**config.mk**
```make
export PLATFORM = sky130hd
export DESIGN_NAME = al_accel_acc_ctrl_flat
export DESIGN_NICKNAME = d
export VERILOG_FILES = /design/src/rtl/al_accel_acc_ctrl_if.sv /design/src/rtl/al_accel_acc_ctrl.sv /design/src/flat_wrapper.sv
export SDC_FILE = /design/constraint.sdc
export NUM_CORES = 1
export LEC_CHECK = 0
export CORE_AREA = 2 2 182 184
export CTS_CLUSTER_DIAMETER = 80
export CTS_CLUSTER_SIZE = 40
export DETAILED_ROUTE_END_ITERATION = 8
export DIE_AREA = 0 0 184 186
export PLACE_DENSITY_LB_ADDON = 0.12
export SYNTH_ARGS = -nofsm -noshare
export SYNTH_HDL_FRONTEND = slang
export SYNTH_SLANG_ARGS = --single-unit
```
**constraint.sdc**
```tcl
create_clock -name clk -period 4 [get_ports clk]
set_input_delay 1 -clock clk [delete_from_list [all_inputs] [get_ports clk]]
set_output_delay 1 -clock clk [all_outputs]
set_load 0.02 [all_outputs]
```
**src/rtl/al_accel_acc_ctrl_if.sv**
```systemverilog
// al_accel_acc_ctrl_if
//   Output-beat stream from the accumulation-matrix sequencer to the output
//   buffer writeback path. One beat carries one requantized channel result.
//
//   out_data   signed 8-bit requantized result
//   out_ch     channel index of the beat (0..2)
//   out_valid  beat valid
//   out_last   marks the channel-2 beat, the last of a pixel
//   out_ready  downstream accept
//
//   master: the sequencer (drives data/ch/valid/last, receives ready)
//   slave : the output buffer (receives data/ch/valid/last, drives ready)
interface al_accel_acc_ctrl_if;
  logic signed [7:0] out_data;
  logic [1:0]        out_ch;
  logic              out_valid;
  logic              out_last;
  logic              out_ready;

  modport master (
    output out_data,
    output out_ch,
    output out_valid,
    output out_last,
    input  out_ready
  );

  modport slave (
    input  out_data,
    input  out_ch,
    input  out_valid,
    input  out_last,
    output out_ready
  );
endinterface

```
**src/rtl/al_accel_acc_ctrl.sv**
```systemverilog
// al_accel_acc_ctrl
//   Sequencer and drain for the accumulation matrix, handling one output pixel
//   per start. It optionally loads a new bias, writes the bias into the
//   accumulator, runs num_groups partial-sum accumulations, lets the last sum
//   settle, then requantizes the three 32-bit channel sums (arithmetic shift,
//   optional ReLU, int8 saturation) and streams them out as three beats.
//
//   clk, resetn           clock; synchronous active-low reset
//   enb                   global enable; low freezes state, gates strobes
//   start                 begin one pixel (honoured only in IDLE)
//   load_bias, num_groups,
//   shift, relu_en        pixel configuration, sampled with an accepted start
//   psum_valid/psum_ready partial-product handshake from the multiplier array
//   acc_bps_load          accumulator bias-load strobe
//   acc_bps_write         accumulator bias-write strobe
//   acc_inter_sum_write   accumulator accumulate strobe
//   acc_do_0..2           accumulator channel sums
//   out_if                output beat stream (master side)
//   busy                  high whenever not IDLE
//   done                  one-cycle pulse after the last beat is accepted
module al_accel_acc_ctrl (
  input  logic               clk,
  input  logic               resetn,
  input  logic               enb,
  input  logic               start,
  input  logic               load_bias,
  input  logic [7:0]         num_groups,
  input  logic [4:0]         shift,
  input  logic               relu_en,
  input  logic               psum_valid,
  output logic               psum_ready,
  output logic               acc_bps_load,
  output logic               acc_bps_write,
  output logic               acc_inter_sum_write,
  input  logic signed [31:0] acc_do_0,
  input  logic signed [31:0] acc_do_1,
  input  logic signed [31:0] acc_do_2,
  al_accel_acc_ctrl_if.master out_if,
  output logic               busy,
  output logic               done
);

  typedef enum logic [2:0] {
    IDLE,
    LOAD_BIAS,
    WRITE_BIAS,
    ACCUM,
    SETTLE,
    DRAIN
  } state_t;

  state_t            state;
  logic [7:0]        grp_cnt;
  logic [7:0]        cfg_groups;
  logic [4:0]        cfg_shift;
  logic              cfg_relu;
  logic signed [7:0] res_1;
  logic signed [7:0] res_2;

  // Shift, optional ReLU, then clamp to the int8 range.
  function automatic logic signed [7:0] requant(
    input logic signed [31:0] v,
    input logic [4:0]         sh,
    input logic               relu
  );
    logic signed [31:0] y;
    y = v >>> sh;
    if (relu && (y < 32'sd0)) y = 32'sd0;
    if (y > 32'sd127) return 8'sd127;
    if (y < -32'sd128) return -8'sd128;
    return y[7:0];
  endfunction

  // Accumulator strobes are decoded from the state so the accumulate strobe
  // can follow psum_valid in the same cycle as the data. Because bias-write
  // and accumulate live in different states they can never overlap.
  assign psum_ready          = enb && (state == ACCUM);
  assign acc_inter_sum_write = psum_ready && psum_valid;
  assign acc_bps_load        = enb && (state == LOAD_BIAS);
  assign acc_bps_write       = enb && (state == WRITE_BIAS);
  assign busy                = (state != IDLE);

  // Pixel sequencer. The beat index lives in out_ch itself; channel 0 goes
  // straight to out_data at capture time, so only channels 1 and 2 need
  // holding registers. done is cleared every cycle, even with enb low, so it
  // can never stretch beyond one cycle.
  always_ff @(posedge clk) begin
    if (!resetn) begin
      state             <= IDLE;
      grp_cnt           <= 8'd0;
      cfg_groups        <= 8'd0;
      cfg_shift         <= 5'd0;
      cfg_relu          <= 1'b0;
      res_1             <= 8'sd0;
      res_2             <= 8'sd0;
      out_if.out_data   <= 8'sd0;
      out_if.out_ch     <= 2'd0;
      out_if.out_valid  <= 1'b0;
      out_if.out_last   <= 1'b0;
      done              <= 1'b0;
    end else begin
      done <= 1'b0;
      if (enb) begin
        case (state)
          IDLE: begin
            if (start) begin
              cfg_groups <= num_groups;
              cfg_shift  <= shift;
              cfg_relu   <= relu_en;
              state      <= load_bias ? LOAD_BIAS : WRITE_BIAS;
            end
          end
          LOAD_BIAS: state <= WRITE_BIAS;
          WRITE_BIAS: begin
            grp_cnt <= 8'd0;
            state   <= (cfg_groups == 8'd0) ? SETTLE : ACCUM;
          end
          ACCUM: begin
            if (psum_valid) begin
              if (grp_cnt == cfg_groups - 8'd1) state <= SETTLE;
              else grp_cnt <= grp_cnt + 8'd1;
            end
          end
          SETTLE: begin
            out_if.out_data  <= requant(acc_do_0, cfg_shift, cfg_relu);
            res_1            <= requant(acc_do_1, cfg_shift, cfg_relu);
            res_2            <= requant(acc_do_2, cfg_shift, cfg_relu);
            out_if.out_ch    <= 2'd0;
            out_if.out_valid <= 1'b1;
            out_if.out_last  <= 1'b0;
            state            <= DRAIN;
          end
          DRAIN: begin
            if (out_if.out_ready) begin
              case (out_if.out_ch)
                2'd0: begin
                  out_if.out_data <= res_1;
                  out_if.out_ch   <= 2'd1;
                end
                2'd1: begin
                  out_if.out_data <= res_2;
                  out_if.out_ch   <= 2'd2;
                  out_if.out_last <= 1'b1;
                end
                default: begin
                  out_if.out_data  <= 8'sd0;
                  out_if.out_ch    <= 2'd0;
                  out_if.out_valid <= 1'b0;
                  out_if.out_last  <= 1'b0;
                  done             <= 1'b1;
                  state            <= IDLE;
                end
              endcase
            end
          end
          default: state <= IDLE;
        endcase
      end
    end
  end

endmodule

```
**src/flat_wrapper.sv**
```systemverilog
// flat-port wrapper written by rule: the top's interface ports become plain ports
module al_accel_acc_ctrl_flat 
  (clk, resetn, enb, start, load_bias, num_groups, shift, relu_en, psum_valid, psum_ready, acc_bps_load, acc_bps_write, acc_inter_sum_write, acc_do_0, acc_do_1, acc_do_2, busy, done, out_if_out_data, out_if_out_ch, out_if_out_valid, out_if_out_last, out_if_out_ready);
  al_accel_acc_ctrl_if out_if_i ();
  input  logic clk;
  input  logic resetn;
  input  logic enb;
  input  logic start;
  input  logic load_bias;
  input  logic [7:0] num_groups;
  input  logic [4:0] shift;
  input  logic relu_en;
  input  logic psum_valid;
  output logic psum_ready;
  output logic acc_bps_load;
  output logic acc_bps_write;
  output logic acc_inter_sum_write;
  input  logic signed [31:0] acc_do_0;
  input  logic signed [31:0] acc_do_1;
  input  logic signed [31:0] acc_do_2;
  output logic busy;
  output logic done;
  output wire logic [$bits(out_if_i.out_data)-1:0] out_if_out_data;
  output wire logic [$bits(out_if_i.out_ch)-1:0] out_if_out_ch;
  output wire logic [$bits(out_if_i.out_valid)-1:0] out_if_out_valid;
  output wire logic [$bits(out_if_i.out_last)-1:0] out_if_out_last;
  input wire logic [$bits(out_if_i.out_ready)-1:0] out_if_out_ready;
  assign out_if_out_data = out_if_i.out_data;
  assign out_if_out_ch = out_if_i.out_ch;
  assign out_if_out_valid = out_if_i.out_valid;
  assign out_if_out_last = out_if_i.out_last;
  assign out_if_i.out_ready = out_if_out_ready;
  al_accel_acc_ctrl u_core (.clk(clk), .resetn(resetn), .enb(enb), .start(start), .load_bias(load_bias), .num_groups(num_groups), .shift(shift), .relu_en(relu_en), .psum_valid(psum_valid), .psum_ready(psum_ready), .acc_bps_load(acc_bps_load), .acc_bps_write(acc_bps_write), .acc_inter_sum_write(acc_inter_sum_write), .acc_do_0(acc_do_0), .acc_do_1(acc_do_1), .acc_do_2(acc_do_2), .out_if(out_if_i), .busy(busy), .done(done));
endmodule
```
==> flow_metrics.py, run 1 <==
metrics = {
    "final_layout": {
        "antenna-diode-count": 0,
        "nFillCells": 3269,
        "area_growth_pct": 26.7,
        "final_layout_size_suffix_gt1_frac": 0.270,
        "utilization": 0.377,
        "nets": 1346,
    },
    "hold_path": {
        "hold_start": "u_core.res_2[7]",
        "hold_path_class": "register to register",
        "min_to": "u_core.res_2[7]",
        "hold_depth": 2,
    },
    "routing": {
        "wl_per_cell_microns": 21.7,
        "drtIter0Drc": 739,
        "ant_nets": 0,
        "dr.pass1.iters": 5,
        "drc": 0,
        "drt-total-wl_microns": 35400,
        "vias": 9753,
        "vias_per_cell": 5.97,
    },
    "global_routing": {
        "met2_usage": 0.285,
        "grt_usage": 0.206,
        "grt_max_degree": 70,
        "grt_overflow_total": 0,
        "gr-usage-met1": 0.338,
        "busiest_layer": "met1",
        "met3_usage": 0.0243,
        "grt_antenna_before_repair": 0,
        "grt_pass1_wl_microns": 55100,
        "grt_pass1_vias": 9094,
    },
    "setup_path": {
        "cp_cell_sequence": "clkdlybuf4s50_1, buf_4, mux4_1, mux4_2, or2_0, or4_4, nor4_4, o2111ai_2, nand2_2, a211oi_1",
        "critPathCaptureType": "register",
        "crit_family": "simple AND/OR/NAND/NOR gates",
        "worst-path-buf-inv": 2,
        "r2r_start": "u_core.cfg_shift[1]",
        "r2r_slack_ns": 0.45,
        "cp_slowest_cell": "mux4_1",
        "reg2reg_depth": 8,
        "critical_path_class": "primary input to register",
        "rr_endpoint": "u_core.res_1[5]",
        "required_ns": 4.17,
        "cp-start-kind": "primary input",
        "cp.arrival_ns": 4.04,
        "max_stage_delay_ns": 0.52,
        "cp_max_fo": 7,
    },
    "power_and_ir_drop": {
        "switching_share": 0.397,
        "power_frac_clock": 0.184,
        "p_leak_nw": 4.32,
        "switchingPower_mw": 1.08,
        "power_density_nw_per_um2": 224,
        "seq_power_share": 0.227,
        "ir_drop_uv": 246,
        "power_mw": 2.71,
        "pwr-share-comb": 0.589,
        "p_int_mw": 1.64,
    },
    "sta": {
        "clock.fmax_mhz": 258,
        "final-hold-violation-count": 0,
        "rsz0062_at_grt": "no",
        "worst_pin_slew_ns": 0.779,
        "finClkSkew_ns": 0.00727,
        "setup_viol": 0,
        "maxSlewHeadroom": 0.474,
        "finalCriticalPeriod_ns": 3.87,
        "period_share": 0.968,
        "maxSlewViolCount": 0,
    },
    "synthesis": {
        "synth_async_sr_flop_share": 0,
        "synth_top_family_by_area": "multiplexers",
        "yosysMostFrequentCell": "nand2_1",
        "synth-simple-area-share": 0.189,
        "synth-xor-area-share": 0.00824,
        "avgSynthCellArea_sq_um": 9.06,
        "synth_seq_area_share": 0.113,
        "yosysWarnings": 0,
        "synth_area_leaders": "mux4_2 31%, dfxtp_1 11%, mux2i_1 6.5%",
        "ys_top_cells_by_count": "152 x nand2_1, 131 x mux4_2, 71 x nor2_1, 62 x mux2i_1, 57 x o21ai_0",
        "synth_compound_area_frac": 0.179,
        "syn_area_sq_um": 9570,
        "synth_top_area_share": 0.308,
        "syn_inst": 1056,
        "ys_types": 86,
        "synth_fa_ha_area_frac": 0.00392,
        "yosysTopAreaCell": "mux4_2",
        "synth.net_count": 1176,
        "synth_mux_area_frac": 0.445,
        "ys.flop_type": "dfxtp_1",
        "ys_seq_elements": 54,
        "synth-edff-count": 0,
    },
    "placement": {
        "io_buffers": 134,
        "place_congestion": 0.928,
        "dp_hpwl_microns": 27900,
    },
    "floorplan": {
        "initial_core_util": 0.297,
        "core-area_sq_um": 32200,
        "die-area_sq_um": 34200,
        "num_rows": 66,
        "io_pins": 135,
        "dieWidth_microns": 184,
        "die_h_microns": 186,
    },
    "clock_network": {
        "cts_tree": "yes",
        "htree_levels": 2,
        "numCtsBuffers": 5,
        "clock_tree.buffer_depth": 2,
        "clkTransAtPathRegs_ns": 0.07,
        "post_cts_buffers": 0,
        "ctsRootBufferMaster": "clkbuf_16",
        "cts.sinks": 54,
        "clk_latency_ns": 0.30,
    },
    "flow_run": {
        "timing.max_cap.violations": 0,
    },
    "run_status": {
        "status": "finished clean",
    },
}
## area by class of cell
cell class / count / area, sq um / area share
inverters: 20 / 75.1 / 0.00619
repair buffers: 262 / 2340 / 0.193
flip-flops and latches: 54 / 1100 / 0.0905
multi-input cells: 883 / 7940 / 0.655
clock inverters: 2 / 37.5 / 0.00310
clock buffers: 6 / 129 / 0.0106
well taps: 408 / 510 / 0.0421
## cells by family (layout without fill, tap and decap cells)
logic type               after synthesis  in the layout
buffers and inverters                119            290
flip-flops                            54             54
multiplexers                         239            239
XOR/XNOR                               9              9
AND/OR/NAND/NOR                      377            377
adder cells (fa/ha/maj)                3              3
AO/OA/AOI/OAI                        255            255
## layer usage
layer  up-vias  wire [microns]
met5         -               0
met2       378           14400
li1       4504               -
met3        24            2400
met1      4847           18300
met4         0             398
## through the flow
step / hold slack (ns) / setup TNS [ns] / instance area [sq um] / worst slack [ns] / instances
6_report: 0.463 / 0 / 12100 / 0.129 / 1635
5_1_grt: 0.493 / 0 / 12100 / 0.0183 / 1635
4_1_cts: 0.467 / 0 / 12100 / 0.161 / 1635
3_5_place_dp: 0.459 / -1.91 / 11900 / -0.144 / 1627
3_3_place_gp: 0.454 / -1.36 / 11900 / -0.118 / 1627
2_1_floorplan: 0.441 / 0 / 9570 / 0.652 / 1056
## sequential cells by signal, summed over array words and instances (netlist names)
| name | cells |
|---|---|
| u_core.grp_cnt | 8 |
| u_core.cfg_shift | 5 |
| u_core.res_2 | 8 |
| u_core.cfg_groups | 8 |
| u_core.out_if.out_valid | 1 |
| u_core.out_if.out_last | 1 |
| u_core.out_if.out_data | 8 |
| u_core.state | 3 |
| u_core.res_1 | 8 |
| u_core.out_if.out_ch | 2 |
| u_core.cfg_relu | 1 |
| u_core.done | 1 |
## power by group through the flow
| stage | Combinational (mW) | Sequential [mW] | Clock, mW |
|---|---|---|---|
| after floorplan | 1.01 | 0.584 | 0 |
| after global placement | 1.58 | 0.630 | 0 |
| after detailed placement | 1.57 | 0.630 | 0 |
| after CTS | 1.58 | 0.617 | 0.511 |
| after global routing | 1.73 | 0.623 | 0.531 |
| final | 1.60 | 0.616 | 0.500 |
## placed cells by master (no fill, tap or decap), drive strengths merged, types with 15 or more instances in the layout
master,instances
and2,15
a31oi,15
a211oi,18
o21ai,59
nand2,153
inv,20
o211ai,15
and3,19
a21boi,22
buf,128
clkdlybuf4s50,134
mux2,35
mux2i,62
dfxtp,54
a21oi,52
nor2,71
nand3,34
mux4,142
## timing repair
action                     CTS  global route
gates resized for setup      0             6
setup endpoints to repair    0            15
hold buffers                 0             0
## worst max path at each step
stage | from | end | cells after the start
after floorplan | acc_do_1[14] | u_core.res_1[6] | 8
after global placement | acc_do_0[25] | u_core.out_if.out_data[5] | 9
after detailed placement | acc_do_0[25] | u_core.out_if.out_data[6] | 9
after CTS | acc_do_0[25] | u_core.out_if.out_data[6] | 9
after global routing | acc_do_1[10] | u_core.res_1[1] | 10
final | acc_do_1[10] | u_core.res_1[5] | 10
## worst min-delay path, stage by stage (launching register included)
cell	delay, ns
dfxtp_1	0.31
nand2_1	0.05
a21boi_0	0.06
No activity file was read; power rests on OpenSTA's default activity.
==> inputs of run 2 (changes only) <==
--- a/config.mk
+++ b/config.mk
@@ -10,6 +10,7 @@
 export CTS_CLUSTER_SIZE = 40
 export DETAILED_ROUTE_END_ITERATION = 8
 export DIE_AREA = 0 0 184 186
+export GPL_ROUTABILITY_DRIVEN = 1
 export PLACE_DENSITY_LB_ADDON = 0.12
 export SYNTH_ARGS = -nofsm -noshare
 export SYNTH_HDL_FRONTEND = slang
==> results of run 2 <==
The final DEF is identical to that of run 1; final timing and power are the same.
==> inputs of run 3 (changes only) <==
--- a/config.mk
+++ b/config.mk
@@ -5,11 +5,11 @@
 export SDC_FILE = /design/constraint.sdc
 export NUM_CORES = 1
 export LEC_CHECK = 0
-export CORE_AREA = 2 2 182 184
+export CORE_AREA = 2 2 149 151
 export CTS_CLUSTER_DIAMETER = 80
 export CTS_CLUSTER_SIZE = 40
 export DETAILED_ROUTE_END_ITERATION = 8
-export DIE_AREA = 0 0 184 186
+export DIE_AREA = 0 0 151 153
 export GPL_ROUTABILITY_DRIVEN = 1
 export PLACE_DENSITY_LB_ADDON = 0.12
 export SYNTH_ARGS = -nofsm -noshare
==> constraint.sdc (replaced) <==
create_clock -name clk -period 5 [get_ports clk]
set_input_delay 1.25 -clock clk [delete_from_list [all_inputs] [get_ports clk]]
set_output_delay 1.25 -clock clk [all_outputs]
set_load 0.02 [all_outputs]
==> run 3 against run 2 <==
Against the previous run:
- sequential power down 18%
- combinational power down 29%
- wire length down 13%
- clock power down 27%
- clock skew about the same
- via count down 3.5%
- total power down 26%
- count of clock-buffer cells in the layout up 1
- global-route usage up 5.9 points
- setup slack better by 0.64 ns
- utilization up 14 points
- sequential share of layout area up 0.83 points
- highest routed layer unchanged
==> flow_metrics.py, run 3 (synthesis gave the netlist of run 1 again) <==
metrics = {
    "run_status": {
        "status": "finished clean",
    },
    "setup_path": {
        "cp_slowest_cell": "clkdlybuf4s50_1",
        "critical_path_depth": 9,
        "critPathCaptureType": "register",
        "cp_cell_sequence": "clkdlybuf4s50_1, mux4_1, mux4_2, or2_0, or4_1, nor4_1, o2111ai_1, nand2_2, a211oi_1",
        "required_ns": 5.15,
        "reg2reg_depth": 9,
        "cp_max_fo": 9,
        "cp.arrival_ns": 4.39,
        "cp-start-kind": "primary input",
        "max_stage_delay_ns": 0.58,
        "critical_path_class": "primary input to register",
        "crit_family": "simple AND/OR/NAND/NOR gates",
        "worst-path-buf-inv": 1,
    },
    "power_and_ir_drop": {
        "seq_power_share": 0.253,
        "power_density_nw_per_um2": 181,
        "ir_drop_uv": 130,
        "p_leak_nw": 3.79,
        "power_frac_clock": 0.182,
        "switchingPower_mw": 0.813,
        "p_int_mw": 1.19,
        "pwr-share-comb": 0.565,
        "switching_share": 0.405,
        "power_mw": 2.01,
    },
    "global_routing": {
        "grt_pass1_vias": 8476,
        "grt_overflow_total": 0,
        "grt_max_degree": 59,
        "grt_antenna_before_repair": 2,
        "grt_usage": 0.264,
        "grt_pass1_wl_microns": 48800,
    },
    "final_layout": {
        "final_layout_size_suffix_gt1_frac": 0.197,
        "layout_common_cells": "152 x nand2_1, 134 x clkdlybuf4s50_1, 131 x mux4_2, 71 x nor2_1, 62 x mux2i_1",
        "area_growth_pct": 16.1,
        "nets": 1240,
        "nFillCells": 2061,
        "layout_commonest_cell": "nand2_1",
    },
    "clock_network": {
        "cts.sinks": 54,
        "numCtsBuffers": 5,
        "ctsRootBufferMaster": "clkbuf_16",
        "clk_latency_ns": 0.30,
        "cts_hold_buf": 0,
        "htree_levels": 2,
        "clkTransAtPathRegs_ns": 0.07,
        "clock_tree.buffer_depth": 2,
        "cts_tree": "yes",
        "cts-resized-gates": 0,
        "post_cts_buffers": 0,
    },
    "floorplan": {
        "io_pins": 135,
        "die_h_microns": 153,
        "dieWidth_microns": 151,
        "num_rows": 54,
        "die-area_sq_um": 23100,
        "core-area_sq_um": 21500,
        "initial_core_util": 0.445,
    },
    "sta": {
        "maxSlewViolCount": 0,
        "tns_ns": 0,
        "maxSlewHeadroom": 0.419,
        "clock.fmax_mhz": 236,
        "rsz0062_at_grt": "no",
        "period_share": 0.847,
        "finalCriticalPeriod_ns": 4.23,
        "worst_pin_slew_ns": 0.872,
        "final-hold-violation-count": 0,
        "setup_viol": 0,
        "finClkSkew_ns": 0.00721,
    },
    "flow_run": {
        "timing.max_cap.violations": 0,
    },
    "routing": {
        "dr.pass1.iters": 5,
        "vias_per_cell": 6.70,
        "vias": 9413,
        "wl_per_cell_microns": 21.9,
        "drtIter0Drc": 884,
        "ant_nets": 0,
        "drc": 0,
        "drt-total-wl_microns": 30800,
    },
    "placement": {
        "dp_hpwl_microns": 23300,
        "io_buffers": 134,
        "place_congestion": 0.970,
    },
    "hold_path": {
        "hold_depth": 2,
        "hold_path_class": "register to register",
    },
}
[run 3: path summary, 6_finish.rpt]
kind | startpoint | to | slack [ns]
hold reg to reg | u_core.res_2[7] | u_core.res_2[7] | 0.48
setup / recovery | acc_do_1[18] | u_core.res_1[6] | 0.77
hold / removal | u_core.res_2[7] | u_core.res_2[7] | 0.48
setup reg to reg | u_core.cfg_shift[1] | u_core.out_if.out_data[4] | 1.20
[run 3: metal layers]
layer	track usage	vias up	part of all wire
met5	0	-	0
met4	0.0445	0	0.010
met3	0.0358	23	0.091
met2	0.359	449	0.42
met1	0.445	4635	0.48
li1	-	4306	-
[run 3: worst reg2reg max path, delay by kind of cell (launching register included)]
kind	cells	cell delay [ns]
flip-flops	1	0.88
multiplexers	2	1.13
AO/OA/AOI/OAI	5	1.08
AND/OR/NAND/NOR	1	0.14
buffers and inverters	1	0.44
[run 3: final cells by class]
type	instances	area (sq um)	share of cell area
tap	280	350	0.0315
multi-input combinational	883	7900	0.711
sequential	54	1100	0.0987
antenna	3	7.51	0.000676
clock buffer	7	143	0.0128
clock inverter	1	8.76	0.000788
inverter	20	75.1	0.00676
timing repair buffer	156	1530	0.138
[run 3: stage by stage]
step	area, sq um	hold WS, ns	setup WS (ns)	util	std cells
final	11100	0.477	0.767	0.517	1404
after global routing	11100	0.514	0.695	0.517	1403
after CTS	11100	0.478	0.836	0.517	1401
after detailed placement	11000	0.469	0.507	0.510	1393
after global placement	11000	0.455	0.574	0.510	1393
after floorplan	9570	0.441	1.40	-	1056
[run 3: power groups by stage]
| stage | logic [mW] | clock network [mW] | registers (mW) |
|---|---|---|---|
| 2_1_floorplan | 0.807 | 0 | 0.467 |
| 3_3_place_gp | 1.11 | 0 | 0.517 |
| 3_5_place_dp | 1.11 | 0 | 0.517 |
| 4_1_cts | 1.11 | 0.371 | 0.507 |
| 5_1_grt | 1.22 | 0.392 | 0.514 |
| 6_report | 1.13 | 0.366 | 0.507 |
